**config.mk**
```make
export PLATFORM = sky130hd
export DESIGN_NAME = mcpu_ctrl
export DESIGN_NICKNAME = d
export VERILOG_FILES = /design/src/rtl/mcpu_pkg.sv /design/src/rtl/mcpu_alu_dec.sv /design/src/rtl/mcpu_ctrl.sv
export SDC_FILE = /design/constraint.sdc
export NUM_CORES = 1
export LEC_CHECK = 0
export ABC_AREA = 0
export CAP_MARGIN = 20
export CORE_MARGIN = 5
export CORE_UTILIZATION = 45
export CTS_CLUSTER_DIAMETER = 100
export CTS_CLUSTER_SIZE = 30
export DETAILED_ROUTE_END_ITERATION = 10
export GPL_ROUTABILITY_DRIVEN = 0
export PLACE_DENSITY_LB_ADDON = 0.2
export SYNTH_ARGS = -nofsm -noshare
export SYNTH_HDL_FRONTEND = slang
export SYNTH_SLANG_ARGS = --single-unit
```
**constraint.sdc**
```tcl
create_clock -name clk -period 4.55 [get_ports clk]
set_input_delay 0.6825 -clock clk [delete_from_list [all_inputs] [get_ports clk]]
set_output_delay 0.6825 -clock clk [all_outputs]
set_load 0.02 [all_outputs]
```
**src/rtl/mcpu_pkg.sv**
```systemverilog
// mcpu_pkg
// Shared encodings for the multi-cycle MIPS-subset controller: FSM state
// numbers, instruction opcode/funct fields, ALU operation codes and the
// datapath mux select values driven by the controller.
package mcpu_pkg;

    typedef enum logic [3:0] {
        S_IF  = 4'd0,
        S_ID  = 4'd1,
        S_MA  = 4'd2,
        S_MR  = 4'd3,
        S_MWB = 4'd4,
        S_MW  = 4'd5,
        S_EXR = 4'd6,
        S_RWB = 4'd7,
        S_BR  = 4'd8,
        S_JMP = 4'd9,
        S_EXI = 4'd10,
        S_IWB = 4'd11,
        S_JAL = 4'd12,
        S_ILL = 4'd13
    } state_t;

    // opcode field IR[31:26]
    localparam logic [5:0] OP_RTYPE = 6'h00;
    localparam logic [5:0] OP_J     = 6'h02;
    localparam logic [5:0] OP_JAL   = 6'h03;
    localparam logic [5:0] OP_BEQ   = 6'h04;
    localparam logic [5:0] OP_BNE   = 6'h05;
    localparam logic [5:0] OP_ADDI  = 6'h08;
    localparam logic [5:0] OP_SLTI  = 6'h0A;
    localparam logic [5:0] OP_ANDI  = 6'h0C;
    localparam logic [5:0] OP_ORI   = 6'h0D;
    localparam logic [5:0] OP_LW    = 6'h23;
    localparam logic [5:0] OP_SW    = 6'h2B;

    // funct field IR[5:0] for R-type
    localparam logic [5:0] FN_SLL = 6'h00;
    localparam logic [5:0] FN_SRL = 6'h02;
    localparam logic [5:0] FN_ADD = 6'h20;
    localparam logic [5:0] FN_SUB = 6'h22;
    localparam logic [5:0] FN_AND = 6'h24;
    localparam logic [5:0] FN_OR  = 6'h25;
    localparam logic [5:0] FN_SLT = 6'h2A;

    // ALU operation codes; 3'd5 is unused and never driven
    localparam logic [2:0] ALU_AND = 3'd0;
    localparam logic [2:0] ALU_OR  = 3'd1;
    localparam logic [2:0] ALU_ADD = 3'd2;
    localparam logic [2:0] ALU_SLL = 3'd3;
    localparam logic [2:0] ALU_SRL = 3'd4;
    localparam logic [2:0] ALU_SUB = 3'd6;
    localparam logic [2:0] ALU_SLT = 3'd7;

    // register file write address select
    localparam logic [1:0] DST_RT = 2'd0;
    localparam logic [1:0] DST_RD = 2'd1;
    localparam logic [1:0] DST_RA = 2'd2;

    // register file write data select
    localparam logic [1:0] M2R_ALUOUT = 2'd0;
    localparam logic [1:0] M2R_MDR    = 2'd1;
    localparam logic [1:0] M2R_PC     = 2'd2;

    // ALU A operand select
    localparam logic [1:0] SRCA_PC = 2'd0;
    localparam logic [1:0] SRCA_RS = 2'd1;
    localparam logic [1:0] SRCA_RT = 2'd2;

    // ALU B operand select
    localparam logic [1:0] SRCB_BREG   = 2'd0;
    localparam logic [1:0] SRCB_FOUR   = 2'd1;
    localparam logic [1:0] SRCB_IMM    = 2'd2;
    localparam logic [1:0] SRCB_IMM_SH = 2'd3;

    // next-PC select
    localparam logic [1:0] PCS_ALU    = 2'd0;
    localparam logic [1:0] PCS_ALUOUT = 2'd1;
    localparam logic [1:0] PCS_JUMP   = 2'd2;

endpackage

```
**src/rtl/mcpu_alu_dec.sv**
```systemverilog
// mcpu_alu_dec
// Combinational ALU decoder shared by the R-type and immediate execute
// states. For R-type the funct field picks the operation; otherwise the
// opcode does (addi/andi/ori/slti only).
// Ports:
//   opcode    in  6  instruction opcode
//   funct     in  6  instruction funct (R-type only)
//   alu_op    out 3  ALU operation code
//   shift_sel out 1  operation is sll/srl (A = rt, B = imm for shamt)
//   legal     out 1  opcode/funct combination is supported
module mcpu_alu_dec
    import mcpu_pkg::*;
(
    input  logic [5:0] opcode,
    input  logic [5:0] funct,
    output logic [2:0] alu_op,
    output logic       shift_sel,
    output logic       legal
);

    always_comb begin
        alu_op    = ALU_ADD;
        shift_sel = 1'b0;
        legal     = 1'b0;
        if (opcode == OP_RTYPE) begin
            legal = 1'b1;
            case (funct)
                FN_ADD:  alu_op = ALU_ADD;
                FN_SUB:  alu_op = ALU_SUB;
                FN_AND:  alu_op = ALU_AND;
                FN_OR:   alu_op = ALU_OR;
                FN_SLT:  alu_op = ALU_SLT;
                FN_SLL: begin
                    alu_op    = ALU_SLL;
                    shift_sel = 1'b1;
                end
                FN_SRL: begin
                    alu_op    = ALU_SRL;
                    shift_sel = 1'b1;
                end
                default: legal = 1'b0;
            endcase
        end else begin
            legal = 1'b1;
            case (opcode)
                OP_ADDI: alu_op = ALU_ADD;
                OP_ANDI: alu_op = ALU_AND;
                OP_ORI:  alu_op = ALU_OR;
                OP_SLTI: alu_op = ALU_SLT;
                default: legal  = 1'b0;
            endcase
        end
    end

endmodule

```
**src/rtl/mcpu_ctrl.sv**
```systemverilog
// mcpu_ctrl
// Multi-cycle control FSM for the MIPS-subset CPU. Sequences the shared
// ALU/shifter datapath and the unified memory through fetch, decode,
// execute, memory and writeback. Outputs are decoded from the state
// register; mem_ready inserts wait states in IF, MR and MW.
// Ports:
//   clk, rst            clock (rising edge), async active-high reset
//   opcode, funct       instruction fields (stable from ID onward)
//   zero                ALU zero flag, same cycle (branch resolve)
//   mem_ready           memory finishes the current access this cycle
//   pc_we, iord, mem_rd, mem_wr, ir_we     PC / memory / IR controls
//   reg_dst, mem2reg, reg_we               register file write controls
//   alu_src_a, alu_src_b, alu_op, pc_src   datapath mux selects / ALU op
//   illegal             one-cycle pulse on an undecodable instruction
//   state               current state, for debug
//
// state | meaning
// ------+----------------------------------------------------------
// IF  0 | fetch: read mem[PC], PC += 4, load IR when mem_ready
// ID  1 | decode: ALUOut = PC + (imm << 2) as branch target
// MA  2 | address: ALUOut = rs + imm
// MR  3 | load read, waits for mem_ready
// MWB 4 | load writeback: rt = MDR
// MW  5 | store write, waits for mem_ready
// EXR 6 | R-type execute (funct selects op, shifts use rt/shamt)
// RWB 7 | R-type writeback: rd = ALUOut
// BR  8 | beq/bne compare; PC = ALUOut when taken
// JMP 9 | j: PC = jump target
// EXI 10| I-type execute: rs op imm
// IWB 11| I-type writeback: rt = ALUOut
// JAL 12| jal: $31 = PC (already +4), PC = jump target
// ILL 13| undecodable instruction; pulse illegal
module mcpu_ctrl
    import mcpu_pkg::*;
#(
    parameter logic [3:0] RESET_STATE  = 4'd0,
    parameter bit         ILLEGAL_TRAP = 1'b0
) (
    input  logic       clk,
    input  logic       rst,
    input  logic [5:0] opcode,
    input  logic [5:0] funct,
    input  logic       zero,
    input  logic       mem_ready,
    output logic       pc_we,
    output logic       iord,
    output logic       mem_rd,
    output logic       mem_wr,
    output logic       ir_we,
    output logic [1:0] reg_dst,
    output logic [1:0] mem2reg,
    output logic       reg_we,
    output logic [1:0] alu_src_a,
    output logic [1:0] alu_src_b,
    output logic [2:0] alu_op,
    output logic [1:0] pc_src,
    output logic       illegal,
    output logic [3:0] state
);

    state_t     state_q;
    state_t     state_d;
    logic       ill_seen_q;
    logic       mem_rdy;
    logic [2:0] dec_op;
    logic       dec_shift;
    logic       dec_legal;

    mcpu_alu_dec u_alu_dec (
        .opcode    (opcode),
        .funct     (funct),
        .alu_op    (dec_op),
        .shift_sel (dec_shift),
        .legal     (dec_legal)
    );

    // While reset is held the FSM shows its reset state, but no memory
    // access may be considered complete, so every enable stays low.
    assign mem_rdy = mem_ready & ~rst;

    always_ff @(posedge clk or posedge rst) begin
        if (rst) begin
            state_q    <= state_t'(RESET_STATE);
            ill_seen_q <= 1'b0;
        end else begin
            state_q    <= state_d;
            // remembers that ILL was already occupied last cycle, so a
            // trapped controller pulses illegal only once
            ill_seen_q <= (state_q == S_ILL);
        end
    end

    always_comb begin
        state_d   = state_q;
        pc_we     = 1'b0;
        iord      = 1'b0;
        mem_rd    = 1'b0;
        mem_wr    = 1'b0;
        ir_we     = 1'b0;
        reg_dst   = DST_RT;
        mem2reg   = M2R_ALUOUT;
        reg_we    = 1'b0;
        alu_src_a = SRCA_PC;
        alu_src_b = SRCB_BREG;
        alu_op    = ALU_AND;
        pc_src    = PCS_ALU;
        illegal   = 1'b0;

        case (state_q)
            S_IF: begin
                mem_rd    = 1'b1;
                alu_src_a = SRCA_PC;
                alu_src_b = SRCB_FOUR;
                alu_op    = ALU_ADD;
                pc_src    = PCS_ALU;
                if (mem_rdy) begin
                    ir_we   = 1'b1;
                    pc_we   = 1'b1;
                    state_d = S_ID;
                end
            end
            S_ID: begin
                alu_src_a = SRCA_PC;
                alu_src_b = SRCB_IMM_SH;
                alu_op    = ALU_ADD;
                case (opcode)
                    OP_LW, OP_SW:                      state_d = S_MA;
                    OP_RTYPE:                          state_d = S_EXR;
                    OP_BEQ, OP_BNE:                    state_d = S_BR;
                    OP_J:                              state_d = S_JMP;
                    OP_JAL:                            state_d = S_JAL;
                    OP_ADDI, OP_ANDI, OP_ORI, OP_SLTI: state_d = S_EXI;
                    default:                           state_d = S_ILL;
                endcase
            end
            S_MA: begin
                alu_src_a = SRCA_RS;
                alu_src_b = SRCB_IMM;
                alu_op    = ALU_ADD;
                state_d   = (opcode == OP_SW) ? S_MW : S_MR;
            end
            S_MR: begin
                mem_rd = 1'b1;
                iord   = 1'b1;
                if (mem_rdy) begin
                    state_d = S_MWB;
                end
            end
            S_MWB: begin
                reg_dst = DST_RT;
                mem2reg = M2R_MDR;
                reg_we  = 1'b1;
                state_d = S_IF;
            end
            S_MW: begin
                mem_wr = 1'b1;
                iord   = 1'b1;
                if (mem_rdy) begin
                    state_d = S_IF;
                end
            end
            S_EXR: begin
                alu_op = dec_op;
                // shamt lives in imm[10:6], so shifts take rt on A and the
                // sign-extended immediate on B
                if (dec_shift) begin
                    alu_src_a = SRCA_RT;
                    alu_src_b = SRCB_IMM;
                end else begin
                    alu_src_a = SRCA_RS;
                    alu_src_b = SRCB_BREG;
                end
                state_d = dec_legal ? S_RWB : S_ILL;
            end
            S_RWB: begin
                reg_dst = DST_RD;
                mem2reg = M2R_ALUOUT;
                reg_we  = 1'b1;
                state_d = S_IF;
            end
            S_BR: begin
                alu_src_a = SRCA_RS;
                alu_src_b = SRCB_BREG;
                alu_op    = ALU_SUB;
                pc_src    = PCS_ALUOUT;
                pc_we     = (opcode == OP_BNE) ? ~zero : zero;
                state_d   = S_IF;
            end
            S_JMP: begin
                pc_src  = PCS_JUMP;
                pc_we   = 1'b1;
                state_d = S_IF;
            end
            S_JAL: begin
                reg_dst = DST_RA;
                mem2reg = M2R_PC;
                reg_we  = 1'b1;
                pc_src  = PCS_JUMP;
                pc_we   = 1'b1;
                state_d = S_IF;
            end
            S_EXI: begin
                alu_src_a = SRCA_RS;
                alu_src_b = SRCB_IMM;
                alu_op    = dec_op;
                state_d   = dec_legal ? S_IWB : S_ILL;
            end
            S_IWB: begin
                reg_dst = DST_RT;
                mem2reg = M2R_ALUOUT;
                reg_we  = 1'b1;
                state_d = S_IF;
            end
            S_ILL: begin
                illegal = ~ill_seen_q;
                state_d = ILLEGAL_TRAP ? S_ILL : S_IF;
            end
            default: begin
                state_d = S_IF;
            end
        endcase
    end

    assign state = state_q;

endmodule

```
Word level (Yosys, flattened, before mapping)
Cells that the tools add are included.
W data, S select, Z words.
- eq/ne operators: 32
- mux-type cells: 33
- bitwise operators: 4
- reduce and logical (&&, ||, !) cells: 17
- operators with widths (kind ; count):
    $eq A6 B6 Y1 const B ; 7
    $pmux W4 S7 ; 1
    $eq A4 B4 Y1 const B ; 6
    $eq A6 B4 Y1 const B ; 4
    $pmux W4 S6 ; 1
    $eq A6 B2 Y1 const B ; 3
    $pmux W3 S3 ; 2
    $pmux W3 S6 ; 1
    $eq A4 B3 Y1 const B ; 4
    $mux W4 ; 4
    $pmux W2 S2 ; 4
    $reduce_or A2 Y1 ; 8
    $mux W1 ; 13
    $eq A6 B3 Y1 const B ; 2
    $logic_not A6 Y1 ; 2
    $mux W3 ; 3
    $eq A4 B2 Y1 const B ; 2
    $pmux W2 S4 ; 1
    $reduce_or A4 Y1 ; 2
    $reduce_or A7 Y1 ; 1
    $ne A2 B2 Y1 const B ; 3
    $reduce_or A3 Y1 ; 2
    $eq A4 B1 Y1 const B ; 1
    $logic_not A4 Y1 ; 1
    other kinds (5) ; 8
- bits in registers: 5
- input bits: 16
- output and inout bits: 24

Depth between registers and ports, before layout
- word-level depth: 6
- gate-level depth with buffers: 6
- depth with buffers taken out: 5

Cells and area by module
From an unflattened synthesis, not the netlist that was laid out.
- cells, all modules: 159
- area total of the unflattened synthesis: 977.2 µm²
- by module, submodules not included (module ; times used ; cells each ; area an instance (µm²) ; sequential area each (µm²)):
    mcpu_ctrl ; 1 ; 120 ; 765.7 ; 125.1
    mcpu_alu_dec ; 1 ; 39 ; 211.5 ; 0.0

Worst setup path after synthesis
OpenSTA, ideal clock, no wires.
- path type: in2out
- start: input port opcode[4]
- end: output port alu_src_a[1]
- arrival time: 2441 ps
- path slack: 1427 ps
- stages: 5
- path buffers: 1
- cells stage by stage: buf_6 > or4_4 > or4_4 > or2_4 > nor3_1
- cells in the longest elaborated chain, start to end: 4
- ends and longest elaborated chain (item ; RTL line ; source):
    from (decl) ; mcpu_ctrl.sv:41 ; input logic [5:0] opcode,
    $logic_not A6 Y1 ; mcpu_alu_dec.sv:25 ; if (opcode == OP_RTYPE) begin
    $mux W1 ; mcpu_alu_dec.sv:25 ;
    $mux W2 ; mcpu_ctrl.sv:166 ; if (dec_shift) begin
    $pmux W2 S2 ; mcpu_ctrl.sv:109 ; case (state_q)
    to (decl) ; mcpu_ctrl.sv:53 ; output logic [1:0] alu_src_a,
Every way passes these cells.

Worst setup path in the final report
- start: input port opcode[1]
- end: output port alu_src_b[1]
- cells in the longest elaborated chain, start to end: 4
- ends and longest elaborated chain (item ; RTL line ; source):
    $logic_not A6 Y1 ; mcpu_alu_dec.sv:25 ;
    $mux W1 ; mcpu_alu_dec.sv:25 ;
    $mux W2 ; mcpu_ctrl.sv:166 ;
    $pmux W2 S4 ; mcpu_ctrl.sv:109 ;
    to (decl) ; mcpu_ctrl.sv:54 ; output logic [1:0] alu_src_b,
Every way passes these cells.

==> metrics.csv <==
stage,metric,value,unit
run_status,status,"finished, final reports clean",
route,Vias/cell,5.68,
finish,Final Cell Area,1320,sq um
worst_setup_path,startpoint types,input port,
synth,ranking of synthesized cells by area,"dfrtp_1 13%, nor2_1 7.6%, nand2_1 6.0%",
place,post-place setup slack,0.462,ns
worst_setup_path,Worst path top cell family by delay,simple AND/OR/NAND/NOR gates,
synth,synth unique cells,44,
sta,Max Clock Freq,244,MHz
clock_network,CTS tree,built,
place,PortBufs,39,
synth,Async SR Flop Fraction,100,%
worst_setup_path,Crit path buffers/inverters,2,
finish,Filler cells,186,
finish,"non-filler cells, final",200,
worst_setup_path,reg2reg end,state[2]$_DFFE_PP0P_,
synth,number of flops mapped to enable cells by yosys,0,
route,Avg WL per Cell,13.5,um
global_route,GRT overflow,0,
sta,RSZ-0062 raised after global routing,no,
floorplanning,die area,3100,sq um
global_route,largest net degree at the start of global routing,23,
synth,Avg Synthesized Cell Area,6.46,sq um
finish,share of layout cells above drive strength 1,6.36,%
floorplanning,die width,55.6,um
power_and_ir_drop,Peak supply drop,0.000236,V
power_and_ir_drop,Power Dens Cells,480,nW/um^2
clock_network,CTS Hold Bufs,0,
finish,nets,190,
clock_network,clk buf depth,2,
sta,Final Hold Fails,0,
place,cell count after placement,196,
route,final wirelength,2710,um
clock_network,CTS H-tree lvls,1,
worst_setup_path,slowest cell delay on critical path,0.61,ns
route,DRC violations left,0,
route,Pre-antenna DRT Iters,4,
floorplanning,core box area,1980,sq um
worst_setup_path,WS Path Type,in -> out,
synth,Synth top area share,13.4,%
synth,Synth area leader,dfrtp_1,
clock_network,CTS sink count,5,
hold_path,Worst Hold Class,in -> async,
finish,register area,125,sq um
sta,setup ws final,0.449,ns
clock_network,setup repair bufs after CTS,0,
synth,sequential share of the synthesized area,13.4,%
place,placed cell areas,1290,sq um
sta,slew of the pin with the lowest slew margin,0.689,ns
global_route,Tot GR Track Use,17.3,%
worst_setup_path,beginning of the critical path,opcode[1],
sta,fin. max-slew vios,0,
worst_setup_path,worst reg-to-reg path cell count,5,
global_route,first-pass GRT wire length,4470,um
clock_network,TritonCTS Buffers,3,
floorplanning,# rows,16,
synth,synth warn,0,
synth,Post-Syn Area,937,sq um
worst_setup_path,reg2reg start,state[0]$_DFFE_PP0P_,
finish,most frequent cells in the layout,"39 x clkdlybuf4s50_1, 19 x nor2_1, 15 x nand2_1",
finish,Area growth syn-to-layout,40.6,%
synth,post-synthesis register bit count,5,
floorplanning,die span in y,55.6,um
finish,# diodes,0,
worst_setup_path,R2R Setup Slk,2.73,ns
place,detailed-placement wirelength estimate,2070,um
sta,Setup TNS Final,0,ns
worst_setup_path,crit-path cells,clkdlybuf4s50_1 > or4_4 > or4_4 > or2_4 > o21ai_2 > a21o_1 > clkdlybuf4s50_1,
worst_setup_path,CP endpoint kind,primary output,
synth,Syn Nets,161,
synth,Synth Instances,145,
finish,"most common cell after layout, fill and taps aside",clkdlybuf4s50_1,
sta,post-route minimum period,4.10,ns
worst_setup_path,Worst path depth,7,
clock_network,Clock transition at path regs,0.05,ns
route,Post-DRT Antenna Nets,0,
floorplanning,Initial Util,47.3,%
global_route,initial antenna violation count,0,
synth,"Top FF cell, synth",dfrtp_1,
floorplanning,IO Count,40,
sta,Slew HR,54.1,%
global_route,vias in the first global route,979,
clock_network,worst skew pair latency,0.24,ns
finish,Multi-input gate area,727,sq um
worst_setup_path,CP max FO,12,
power_and_ir_drop,P_leak,0.458,nW
route,Initial DRC Count,36,
route,routed via count,1135,
sta,worst hold slack,0.648,ns
clock_network,post-CTS sizing,0,
sta,Final Setup Violations,0,
sta,Final Cycle Share,90.1,%
sta,clk_skew,0.00647,ns
run,max cap viols,0,
worst_setup_path,slowest CP cell,or4_4,
clock_network,clk root buf,clkbuf_4,
worst_setup_path,WP data arrival,3.42,ns
worst_setup_path,critical path required time,3.87,ns
-- stage by stage --
stage,utilization (%),total power [W]
after floorplan,-,0.000407
after global placement,65.2,0.000579
after detailed placement,65.2,0.000583
after CTS,66.5,0.000635
after global routing,66.5,0.000680
final,66.5,0.000633
-- power by group --
group / total, W / internal, W / switching, W / leakage, nW
Clock: 0.0000502 / 0.0000331 / 0.0000171 / 0.0150
Combinational: 0.000452 / 0.000224 / 0.000228 / 0.378
Sequential: 0.000131 / 0.0000586 / 0.0000725 / 0.0651
Total: 0.000633 / 0.000316 / 0.000317 / 0.458
-- per-layer routing --
metal | vias to the layer above | routed length (um) | GRT usage (%)
li1 | 580 | - | -
met5 | - | 0 | 0
met1 | 503 | 1190 | 22.2
met2 | 50 | 1320 | 28.9
met3 | 2 | 173 | 2.78
met4 | 0 | 25 | 6.25
-- cells by family (layout without fill, tap and decap cells) --
logic type / after synthesis / in the layout / synth area share [%]
muxes: 1 / 1 / 1.20
DFF: 5 / 5 / 13.4
xor gates and xnor gates: 4 / 4 / 3.74
and+or+nand+nor: 75 / 75 / 42.7
AOI/OAI and AO/OA: 41 / 41 / 29.9
buffers and inverters: 19 / 47 / 9.08
-- state kept, by name, indices dropped and copies added, names as in the netlist --
name	count
ill_seen_q	1
state	4
-- Yosys cell counts, types with 3 or more instances --
master,n
nor2b_1,4
nand2_1,15
xnor2_1,3
a21oi_1,7
dfrtp_1,5
o22ai_1,3
nor2_1,19
a211oi_1,5
clkbuf_1,11
inv_1,4
nor3_1,8
a21o_1,4
nand3_1,7
o21ai_0,7
nand2b_1,6
nor3b_1,4
-- area by class of cell --
class	instances	share of cell area [%]
repair buffers	39	29.6
multi-input cells	121	55.2
inverters	4	1.14
flip-flops and latches	5	9.50
clock buffers	4	1.99
well taps	27	2.56
-- worst max path at each step --
stage / endpoint / slack [ns]
after floorplan: alu_src_a[1] / 1.43
after global placement: alu_src_b[1] / 0.48
after detailed placement: alu_src_b[1] / 0.46
after CTS: alu_src_b[1] / 0.46
after global routing: alu_src_b[1] / 0.37
final: alu_src_b[1] / 0.45
Power figures use the tool's default switching activity.
